===== config.mk =====
export PLATFORM = sky130hd
export DESIGN_NAME = gemv_weight_streamer
export DESIGN_NICKNAME = d
export VERILOG_FILES = /design/src/rtl/gemv_weight_streamer.sv
export SDC_FILE = /design/constraint.sdc
export NUM_CORES = 1
export LEC_CHECK = 0
export ABC_AREA = 0
export CORE_AREA = 2 2 223 225
export DETAILED_ROUTE_END_ITERATION = 16
export DIE_AREA = 0 0 225 227
export REMOVE_ABC_BUFFERS = 1
export SLEW_MARGIN = 25
export SYNTH_ARGS = -nofsm -noshare
export SYNTH_HDL_FRONTEND = slang
export SYNTH_SLANG_ARGS = --single-unit

===== constraint.sdc =====
create_clock -name clk -period 5.3 [get_ports clk]
set_input_delay 1.06 -clock clk [delete_from_list [all_inputs] [get_ports clk]]
set_output_delay 1.06 -clock clk [all_outputs]
set_load 0.05 [all_outputs]

===== src/rtl/gemv_weight_streamer.sv =====
// GEMV weight-tile transmitter: reads a row-major weight matrix one tile-wide word at a
// time and hands each tile, with lanes past the last column zeroed, to the GEMV consumer.

module gemv_weight_streamer_chk (
  input logic        clk,
  input logic        reset_n,
  input logic        mem_req,
  input logic        mem_rvalid,
  input logic        w_valid,
  input logic        done,
  input logic [9:0]  rows,
  input logic [10:0] tpr
);
  logic        outstanding_r;
  logic        w_valid_d_r;
  logic [20:0] pulses_r;

  // Tracks the read in flight, the previous strobe and the strobes of the current stream.
  always_ff @(posedge clk or negedge reset_n) begin
    if (!reset_n) begin
      outstanding_r <= 1'b0;
      w_valid_d_r   <= 1'b0;
      pulses_r      <= 21'd0;
    end else begin
      if (mem_req) begin
        outstanding_r <= 1'b1;
      end else if (mem_rvalid) begin
        outstanding_r <= 1'b0;
      end
      w_valid_d_r <= w_valid;
      if (done) begin
        pulses_r <= 21'd0;
      end else if (w_valid) begin
        pulses_r <= pulses_r + 21'd1;
      end
    end
  end

  a_one_outstanding: assert property (@(posedge clk) disable iff (!reset_n)
    !(mem_req && outstanding_r));
  a_no_back_to_back: assert property (@(posedge clk) disable iff (!reset_n)
    !(w_valid && w_valid_d_r));
  a_pulse_count: assert property (@(posedge clk) disable iff (!reset_n)
    done |-> (pulses_r == (21'(rows) * 21'(tpr))));
endmodule

module gemv_weight_streamer #(
  parameter int DATA_WIDTH = 8,
  parameter int TILE_SIZE  = 32,
  parameter int ADDR_WIDTH = 16
) (
  input  logic                              clk,
  input  logic                              reset_n,
  input  logic                              start,
  input  logic [ADDR_WIDTH-1:0]             base_addr,
  input  logic [9:0]                        rows,
  input  logic [9:0]                        cols,
  output logic                              busy,
  output logic                              done,
  output logic                              mem_req,
  output logic [ADDR_WIDTH-1:0]             mem_addr,
  input  logic                              mem_rvalid,
  input  logic [TILE_SIZE*DATA_WIDTH-1:0]   mem_rdata,
  input  logic                              w_ready,
  output logic                              w_valid,
  output logic signed [DATA_WIDTH-1:0]      w_tile_row_out [0:TILE_SIZE-1]
);
  typedef enum logic [2:0] {
    ST_IDLE     = 3'd0,
    ST_FETCH    = 3'd1,
    ST_WAIT_MEM = 3'd2,
    ST_PRESENT  = 3'd3,
    ST_REARM    = 3'd4,
    ST_DONE     = 3'd5
  } state_t;

  state_t                state_r, state_s;
  logic [ADDR_WIDTH-1:0] word_r, word_s;
  logic [ADDR_WIDTH-1:0] mem_addr_r, mem_addr_s;
  logic [9:0]            rows_r, rows_s, cols_r, cols_s, row_r, row_s;
  logic [10:0]           tpr_r, tpr_s, tile_r, tile_s, col_base_r, col_base_s;
  logic                  busy_r, busy_s, done_r, done_s;
  logic                  mem_req_r, mem_req_s, w_valid_r, w_valid_s;
  logic                  load_tile_s, last_tile_s;
  logic [TILE_SIZE-1:0]  lane_keep_s;
  logic signed [DATA_WIDTH-1:0] tile_data_r [0:TILE_SIZE-1];

  assign busy           = busy_r;
  assign done           = done_r;
  assign mem_req        = mem_req_r;
  assign mem_addr       = mem_addr_r;
  assign w_valid        = w_valid_r;
  assign w_tile_row_out = tile_data_r;

  assign last_tile_s = (tile_r == (tpr_r - 11'd1)) && (row_r == (rows_r - 10'd1));

  // Lane i of the current tile holds column col_base + i; anything at or past cols is padding.
  always_comb begin
    lane_keep_s = {TILE_SIZE{1'b0}};
    for (int i = 0; i < TILE_SIZE; i++) begin
      lane_keep_s[i] = (32'(col_base_r) + 32'(i)) < 32'(cols_r);
    end
  end

  // Next-state and next-output logic for the fetch/present/rearm sequence.
  always_comb begin
    state_s     = state_r;
    word_s      = word_r;
    mem_addr_s  = mem_addr_r;
    rows_s      = rows_r;
    cols_s      = cols_r;
    tpr_s       = tpr_r;
    row_s       = row_r;
    tile_s      = tile_r;
    col_base_s  = col_base_r;
    busy_s      = busy_r;
    done_s      = 1'b0;
    mem_req_s   = 1'b0;
    w_valid_s   = 1'b0;
    load_tile_s = 1'b0;
    case (state_r)
      ST_IDLE: begin
        // done_r high means this is the cycle right after DONE; start is not taken here.
        if (start && !done_r) begin
          word_s     = base_addr;
          rows_s     = rows;
          cols_s     = cols;
          tpr_s      = 11'((12'(cols) + 12'(TILE_SIZE - 1)) / 12'(TILE_SIZE));
          row_s      = 10'd0;
          tile_s     = 11'd0;
          col_base_s = 11'd0;
          busy_s     = 1'b1;
          if ((rows == 10'd0) || (cols == 10'd0)) begin
            state_s = ST_DONE;
          end else begin
            state_s    = ST_FETCH;
            mem_req_s  = 1'b1;
            mem_addr_s = base_addr;
          end
        end else begin
          state_s = ST_IDLE;
        end
      end
      ST_FETCH: begin
        state_s = ST_WAIT_MEM;
      end
      ST_WAIT_MEM: begin
        if (mem_rvalid) begin
          load_tile_s = 1'b1;
          state_s     = ST_PRESENT;
        end else begin
          state_s = ST_WAIT_MEM;
        end
      end
      ST_PRESENT: begin
        if (w_ready) begin
          w_valid_s = 1'b1;
          state_s   = ST_REARM;
        end else begin
          state_s = ST_PRESENT;
        end
      end
      ST_REARM: begin
        // The consumer's ready lags its capture, so wait for it to drop before moving on.
        if (!w_ready) begin
          word_s = word_r + ADDR_WIDTH'(1);
          if (tile_r == (tpr_r - 11'd1)) begin
            tile_s     = 11'd0;
            row_s      = row_r + 10'd1;
            col_base_s = 11'd0;
          end else begin
            tile_s     = tile_r + 11'd1;
            col_base_s = col_base_r + 11'(TILE_SIZE);
          end
          if (last_tile_s) begin
            state_s = ST_DONE;
          end else begin
            state_s    = ST_FETCH;
            mem_req_s  = 1'b1;
            mem_addr_s = word_s;
          end
        end else begin
          state_s = ST_REARM;
        end
      end
      ST_DONE: begin
        done_s  = 1'b1;
        busy_s  = 1'b0;
        state_s = ST_IDLE;
      end
      default: begin
        busy_s  = 1'b0;
        state_s = ST_IDLE;
      end
    endcase
  end

  // State, counters and registered outputs.
  always_ff @(posedge clk or negedge reset_n) begin
    if (!reset_n) begin
      state_r    <= ST_IDLE;
      word_r     <= {ADDR_WIDTH{1'b0}};
      mem_addr_r <= {ADDR_WIDTH{1'b0}};
      rows_r     <= 10'd0;
      cols_r     <= 10'd0;
      tpr_r      <= 11'd0;
      row_r      <= 10'd0;
      tile_r     <= 11'd0;
      col_base_r <= 11'd0;
      busy_r     <= 1'b0;
      done_r     <= 1'b0;
      mem_req_r  <= 1'b0;
      w_valid_r  <= 1'b0;
    end else begin
      state_r    <= state_s;
      word_r     <= word_s;
      mem_addr_r <= mem_addr_s;
      rows_r     <= rows_s;
      cols_r     <= cols_s;
      tpr_r      <= tpr_s;
      row_r      <= row_s;
      tile_r     <= tile_s;
      col_base_r <= col_base_s;
      busy_r     <= busy_s;
      done_r     <= done_s;
      mem_req_r  <= mem_req_s;
      w_valid_r  <= w_valid_s;
    end
  end

  // Tile register: captured once per read and held until the next read returns.
  always_ff @(posedge clk or negedge reset_n) begin
    if (!reset_n) begin
      for (int i = 0; i < TILE_SIZE; i++) begin
        tile_data_r[i] <= {DATA_WIDTH{1'b0}};
      end
    end else if (load_tile_s) begin
      for (int i = 0; i < TILE_SIZE; i++) begin
        tile_data_r[i] <= lane_keep_s[i] ? mem_rdata[i*DATA_WIDTH +: DATA_WIDTH]
                                         : {DATA_WIDTH{1'b0}};
      end
    end
  end

  gemv_weight_streamer_chk u_chk (
    .clk        (clk),
    .reset_n    (reset_n),
    .mem_req    (mem_req_r),
    .mem_rvalid (mem_rvalid),
    .w_valid    (w_valid_r),
    .done       (done_r),
    .rows       (rows_r),
    .tpr        (tpr_r)
  );
endmodule

==> flow_summary.toml, run 1 <==
[timing]
rsz0062_at_grt = "false"
skew_ps = 20.93
hold_violations = 0
period_minus_slack_ps = 3692
tightest_slew_ps = 1118
layout_setup_ws_ps = 1608
maxSlewHeadroom_pct = 25.18
min_period_over_period_pct = 69.66
finalSetupViolations = 0
fmax_mhz = 270.9
maxSlewViolCount = 0

[final_layout]
utilization_pct = 47.28
fin_nets = 2201
area_delta_synth_final_pct = 51.12
final_cells = 2535
fin_area_um2 = 22950
final_layout_size_suffix_gt1_share_pct = 5.919

[clock_network]
clk-insertion-delay-late_ps = 560
postCtsSetupBuffers = 0
cts.sinks = 348
cts_root_buf = "clkbuf_16"
cts_tree = "yes"
clk_pin_slew_ps = 60
tritoncts.num_buffers = 40
post_cts_resized = 0
cts_hold_buf = 0
ctsLongestPathBuffers = 3
cts_max_level = 2

[synth]
syn_inst = 1320
ys_ff_latch = 348
synth_edf_count = 0
synth_top_cell_by_area = "dfrtp_1"
ys_warn_count = 0
syn_area_per_cell_um2 = 11.51
synth-async-reset-ratio_pct = 100.0
ys_seq_area_share_pct = 57.34
yosysMostFrequentCell = "dfrtp_1"
synth_cell_types = 64
synth.area.top_cells = "dfrtp_1, a22o_1, nand2_1"
synthFlopType = "dfrtp_1"
syn_area_um2 = 15190
synthTopCellsByCount = "dfrtp_1, a22o_1, nand2_1, clkbuf_1, o21ai_0"
synth_top_area_share_pct = 57.34

[drt]
vias_per_cell = 5.357
first_iter_violations = 935
drtAntennaViolNets = 0
drc = 0
wirelength_um = 63110
vias = 13580
avgRoutedWirePerCell_um = 24.89
drt_first_pass_iters = 5

[critical_path]
critical_path.top_delay_family = "simple AND/OR/NAND/NOR gates"
crit_path_start_kind = "input pin"
end_kind = "register"
timing.rr.end = "mem_addr[1]"
worst_path_largest_cell_delay_ps = 600
worst-path-buf-inv = 3
path_cells = "clkdlybuf4s50_1, or4_1, nor4_1, buf_4, or3_1, buf_4, o21ai_0, a211o_1"
cp.arrival_ps = 4130
critical_path_required_ps = 5730
cp_max_fo = 22
cp-startpoint = "rows[5]"
cp_num_cells = 8
crit_end = "mem_addr[8]"
rrSetupSlack_ps = 1820
path_common_cell = "buf_4"
crit_slowest_cell = "or3_1"
r2r_cells = 8
crit_type = "input pin to register"
rr_startpoint = "tpr_r[0]"

[die]
rows = 81
fp.dieW_um = 225
start_util_pct = 31.29
core_area_um2 = 48550
die_h_um = 227
io_pins = 573
dieArea_um2 = 51080

[place]
pre_cts_ws_ps = 1058
dp_hpwl_um = 48010
placed_area_um2 = 21670
portBuffers = 572
finalWeightedCongestion = 0.8727
dp.cells = 2462

[global_route]
grt_max_degree = 115
grt_usage_pct = 23.84
antenna_found_initial = 12
grt_pass1_vias = 13450
grt.overflow.total = 0
grt_pass1_wl_um = 90870

[pwr]
ir_worst_vdd_uv = 317.4
leakagePower_nw = 9.872
p_per_area_nw_per_um2 = 717.3

[hold_path]
min_path_type = "register to register"

[job]
cap_violations = 0

[run_status]
run_status = "finished, final reports clean"
[through the flow]
step                      hold WS, ps  power, W  setup TNS (ps)
final                           501.7   0.01646               0
after global routing            513.4   0.01725               0
after CTS                       503.5   0.01660               0
after detailed placement        489.4   0.01379               0
after global placement          466.8   0.01369               0
after floorplan                 453.1   0.01030        -1096200
[registers in the layout (all words and copies together), names as in the netlist]
name,flops
busy,1
col_base_r,6
cols_r,10
done,1
mem_addr,16
mem_req,1
row_r,10
rows_r,10
state_r,3
tile_r,11
tpr_r,6
w_tile_row_out,256
w_valid,1
word_r,16
[power by group]
part | leakage (nW) | switching (W) | internal, W
sequential | 4.41 | 0.000841 | 0.00379
clock | 0.632 | 0.00113 | 0.00159
combinational | 4.83 | 0.00591 | 0.00321
total | 9.87 | 0.00788 | 0.00858
[layer usage]
layer	wire, um	vias to the layer above	GRT usage [%]
li1	-	6165	-
met1	25250	6840	29.67
met2	30010	470	38.35
met3	5875	90	8.880
met4	1865	14	7.797
met5	105	-	0
[cell families after synthesis]
kind of cell / count (synthesis) / synth area share [%]
multiplexers: 14 / 0.9226
buffers and inverters: 111 / 2.850
XOR/XNOR: 34 / 2.150
adder cells (fa/ha/maj): 22 / 1.812
AND/OR/NAND/NOR: 324 / 10.98
flip-flops: 348 / 57.34
AO/OA/AOI/OAI: 467 / 23.95
[final cells by class]
class                   count  area (um2)
fillers                  4413       25590
flip-flops and latches    348        8708
multi-input cells         861        6091
repair buffers            601        5977
clock buffers              56        1172
well taps                 622       778.2
inverters                  30       112.6
clock inverters            13       102.6
diodes                      4       10.01
[cell usage in the layout, fill, tap and decap left out, types with 17 or more instances in the layout]
master | Yosys | final
a21oi_1 | 39 | 39
a22o_1 | 256 | 256
a31oi_1 | 26 | 26
and3_1 | 23 | 23
buf_4 | 0 | 26
clkbuf_16 | 0 | 41
clkdlybuf4s50_1 | 0 | 571
dfrtp_1 | 348 | 348
ha_1 | 22 | 22
inv_1 | 29 | 29
nand2_1 | 118 | 118
nand3_1 | 43 | 43
nor2_1 | 26 | 25
nor3_1 | 23 | 21
o21ai_0 | 64 | 63
or4_1 | 24 | 23
xnor2_1 | 17 | 17
[worst min path at each step]
stage / cells past startpoint / end / slack (ps) / start
after CTS: 2 / word_r[15] / 500 / word_r[15]
after detailed placement: 2 / word_r[15] / 490 / word_r[15]
after global placement: 2 / word_r[15] / 470 / word_r[15]
final: 1 / w_tile_row_out[27] / 500 / w_tile_row_out[27]
after global routing: 1 / w_tile_row_out[203] / 510 / w_tile_row_out[203]
after floorplan: 2 / word_r[15] / 450 / word_r[15]
(Power assumes the default switching activity.)
==> run 2, diff against run 1 <==
==> constraint.sdc (replaced) <==
create_clock -name clk -period 3.6 [get_ports clk]
set_input_delay 0.72 -clock clk [delete_from_list [all_inputs] [get_ports clk]]
set_output_delay 0.72 -clock clk [all_outputs]
set_load 0.05 [all_outputs]
==> run 2 against run 1 <==
  * Flip-flop and latch count did not move
  * Sequential power is 48% higher
  * Via count rose by 0.98%
  * Register-to-register slack worse by 1300 ps
  * Clock power grew 49%
  * Count of clock-buffer cells in the layout grew 2
  * Clock skew up 2.8 ps
  * Global-route usage increased by 0.24 points
  * Die area is the same
  * First-iteration DRC count up 14%
  * Non-clock buffer count rose by 32
  * Largest cell class unchanged
==> flow_summary.toml, run 2 (synthesis gave the netlist of run 1 again) <==
[place]
placed_area_um2 = 21930
dp_hpwl_um = 48940
finalWeightedCongestion = 0.8658
dp.cells = 2494
portBuffers = 572

[final_layout]
final_cells = 2567
fin_nets = 2235
final_cell_mix = "clkdlybuf4s50_1, dfrtp_1, a22o_1, nand2_1, o21ai_0"
final_layout_size_suffix_gt1_share_pct = 7.470
final_common_cell = "clkdlybuf4s50_1"
largest_reg_flops = 256
area_delta_synth_final_pct = 52.95
fin_area_um2 = 23230

[die]
dieArea_um2 = 51080
start_util_pct = 31.29
rows = 81
io_pins = 573
fp.dieW_um = 225
die_h_um = 227
core_area_um2 = 48550

[drt]
vias_per_cell = 5.342
drc = 0
avgRoutedWirePerCell_um = 24.94
drtAntennaViolNets = 0
vias = 13710
drt_first_pass_iters = 5
wirelength_um = 64030
first_iter_violations = 1066

[clock_network]
post_cts_resized = 0
cts_tree = "yes"
tritoncts.num_buffers = 42
cts.sinks = 348
cts_hold_buf = 0
cts_root_buf = "clkbuf_16"
ctsLongestPathBuffers = 3
postCtsSetupBuffers = 0
cts_max_level = 2
clk-insertion-delay-late_ps = 560
clk_pin_slew_ps = 60

[timing]
maxSlewHeadroom_pct = 40.26
maxSlewViolCount = 0
skew_ps = 23.72
tightest_slew_ps = 896.1
rsz0062_at_grt = "false"
hold_ws_ps = 176.3
period_minus_slack_ps = 3120
hold_violations = 0
fmax_mhz = 320.5
finalSetupViolations = 0
fin_setup_tns_ps = 0
min_period_over_period_pct = 86.68

[critical_path]
end_kind = "register"
rrSetupSlack_ps = 480
cp_max_fo = 18
crit_path_start_kind = "register"
critical_path_required_ps = 4040
r2r_cells = 8
cp-startpoint = "tpr_r[0]"
timing.rr.end = "mem_addr[4]"
crit_end = "mem_addr[4]"
crit_type = "register to register"
rr_startpoint = "tpr_r[0]"
cp.arrival_ps = 3560

[pwr]
ir_worst_vdd_uv = 425.0
leakagePower_nw = 10.05
p_per_area_nw_per_um2 = 1053

[job]
cap_violations = 0

[global_route]
grt.overflow.total = 0
grt_pass1_vias = 13380
antenna_found_initial = 10
grt_usage_pct = 24.08
grt_max_degree = 103
grt_pass1_wl_um = 91050

[run_status]
run_status = "finished, final reports clean"

[hold_path]
min_path_type = "input pin to async pin"
run 2: metrics by stage:
stage	total power (W)	setup WS, ps	util, %
after global routing	0.02560	209.0	47.83
after CTS	0.02466	479.9	47.83
after floorplan	0.01498	-5828	-
after global placement	0.02030	297.6	45.16
final	0.02447	479.7	47.85
after detailed placement	0.02047	205.0	45.18
run 2: final cells by class:
cell class              instances  area (um2)
multi-input cells             861        6093
diodes                          4       10.01
repair buffers                633        6238
inverters                      30       112.6
well taps                     622       778.2
fillers                      4398       25320
clock buffers                  58        1222
clock inverters                11       66.31
flip-flops and latches        348        8708
run 2: worst min-delay path by stage:
stage	endpoint	slack, ps	cells past startpoint
after detailed placement	word_r[15]	480	2
after floorplan	busy	420	0
after global placement	word_r[15]	470	2
after global routing	w_tile_row_out[228]	220	1
after CTS	w_tile_row_out[228]	230	1
final	w_tile_row_out[228]	180	1
run 2: routing by layer:
metal,track usage (%),wire length (um),up-vias
met3,7.847,5715,101
met4,8.716,2197,12
met5,0,79,-
li1,-,-,6247
met1,30.77,25800,6808
met2,38.25,30240,544
run 2: critical path, cell delays in order, from the launching register on:
cell	delay (ps)
dfrtp_1	450
inv_1	90
ha_1	210
xor3_1	440
nor3_2	110
nand4b_1	210
or4_1	830
or4_1	550
o311ai_0	110
run 2: power breakdown:
group,total (W),internal [W],switching [W]
combinational,0.0136,0.00485,0.00872
sequential,0.00685,0.00558,0.00127
clock,0.00405,0.00235,0.00169
==> run 3, diff against run 2 <==
--- a/config.mk
+++ b/config.mk
@@ -14,3 +14,4 @@
 export SYNTH_ARGS = -nofsm -noshare
 export SYNTH_HDL_FRONTEND = slang
 export SYNTH_SLANG_ARGS = --single-unit
+export TNS_END_PERCENT = 10
==> constraint.sdc (replaced) <==
create_clock -name clk -period 3.6 [get_ports clk]
set_input_delay 0.72 -clock clk [delete_from_list [all_inputs] [get_ports clk]]
set_output_delay 0.72 -clock clk [all_outputs]
set_load 0.1 [all_outputs]
==> run 3 against run 2 <==
  * Design area is 0.53% lower
  * Via count is 0.57% lower
  * Highest routed layer unchanged
  * Critical path depth stayed put
  * Worst setup slack worse by 150 ps
  * Non-clock buffer count is 6 lower
  * Sequential share of layout area is 0.20 points higher
  * Global-route usage is 0.30 points lower
  * Routed wire length is 1.1% lower
==> flow_summary.toml, run 3 (synthesis gave the netlist of run 1 again) <==
[drt]
drc = 0
drtAntennaViolNets = 0
avgRoutedWirePerCell_um = 24.68
first_iter_violations = 915
drt_first_pass_iters = 5
vias_per_cell = 5.313
vias = 13630
wirelength_um = 63340

[final_layout]
fin_nets = 2229
final_common_cell = "clkdlybuf4s50_1"
final_cell_mix = "clkdlybuf4s50_1, dfrtp_1, a22o_1, nand2_1, buf_4"
final_layout_size_suffix_gt1_share_pct = 10.68
final_cells = 2566
area_delta_synth_final_pct = 52.14
largest_reg_flops = 256

[die]
start_util_pct = 31.29
io_pins = 573
fp.dieW_um = 225
rows = 81
die_h_um = 227
dieArea_um2 = 51080
core_area_um2 = 48550

[timing]
min_period_over_period_pct = 90.92
tightest_slew_ps = 1076
layout_setup_ws_ps = 326.9
rsz0062_at_grt = "false"
maxSlewViolCount = 0
hold_violations = 0
skew_ps = 21.91
finalSetupViolations = 0
fmax_mhz = 305.5
period_minus_slack_ps = 3273
maxSlewHeadroom_pct = 28.04

[clock_network]
cts_hold_buf = 0
cts_max_level = 2
clk-insertion-delay-late_ps = 580
ctsLongestPathBuffers = 3
tritoncts.num_buffers = 42
cts_root_buf = "clkbuf_16"
post_cts_resized = 0
postCtsSetupBuffers = 0
clk_pin_slew_ps = 60
cts.sinks = 348
cts_tree = "yes"

[global_route]
grt_pass1_wl_um = 89860
grt_max_degree = 125
grt_pass1_vias = 13480
grt.overflow.total = 0
antenna_found_initial = 15
grt_usage_pct = 23.78

[place]
portBuffers = 572
dp_hpwl_um = 48120
dp.cells = 2488
finalWeightedCongestion = 0.8619
pre_cts_ws_ps = 189.4

[critical_path]
end_kind = "register"
rr_startpoint = "rows_r[0]"
critical_path_required_ps = 4010
r2r_cells = 8
timing.rr.end = "mem_addr[1]"
crit_type = "register to register"
rrSetupSlack_ps = 330
cp_max_fo = 19
cp.arrival_ps = 3680
crit_path_start_kind = "register"

[hold_path]
min_path_type = "input pin to async pin"

[run_status]
run_status = "finished, final reports clean"

[job]
cap_violations = 0
-- run 3: cell types whose count changed in the layout (fill, tap and decap cells not counted), moves of 2 or more --
cell             delta
buf_12              +3
buf_4              +59
clkbuf_1            +2
clkdlybuf4s50_1    -68
clkinvlp_4          -2
diode_2             +2
inv_16              +2
-- run 3: worst max-delay path by stage --
stage | startpoint | to | slack, ps | cells past startpoint
final | rows_r[0] | mem_addr[1] | 330 | 8
after global placement | cols[3] | mem_addr[9] | 160 | 8
after floorplan | mem_rvalid | w_tile_row_out[16] | -5830 | 5
after detailed placement | rows[5] | mem_addr[9] | 190 | 8
after global routing | rows_r[0] | mem_addr[1] | 50 | 8
after CTS | rows_r[0] | mem_addr[1] | 390 | 8
-- run 3: critical path, cell delays in order, from the launching register on --
cell and delay (ps):
dfrtp_1 470, inv_1 110, ha_1 240, or3b_1 430, a221oi_1 260, o211a_1 240
o2111ai_2 470, nor2_1 670, o311ai_0 220
-- run 3: layout make-up --
cell class | instances | area, um2
clock inverters | 13 | 137.6
repair buffers | 627 | 6061
inverters | 30 | 112.6
multi-input cells | 861 | 6090
fillers | 4474 | 25440
diodes | 6 | 15.01
flip-flops and latches | 348 | 8708
well taps | 622 | 778.2
clock buffers | 59 | 1205
-- run 3: per-layer routing --
| layer | vias up | GRT usage [%] | wire length, um |
|---|---|---|---|
| met1 | 6790 | 29.84 | 25860 |
| met2 | 488 | 36.79 | 29120 |
| li1 | 6223 | - | - |
| met4 | 14 | 11.64 | 2917 |
| met3 | 119 | 8.080 | 5357 |
| met5 | - | 0 | 77 |
-- run 3: stage by stage --
stage | hold WS [ps] | TNS, ps | cell area [um2] | utilization (%)
final | 180.8 | 0 | 23110 | 47.60
after global routing | 229.2 | 0 | 23100 | 47.59
after CTS | 197.7 | 0 | 23090 | 47.57
after detailed placement | 487.6 | 0 | 21750 | 44.80
after global placement | 471.5 | 0 | 21740 | 44.79
after floorplan | 424.4 | -1445720 | 14870 | -
Power of run 3 is left out: the tool's default activity adds up to more than one toggle a clock period on the data nets, which glitch-free logic cannot reach.
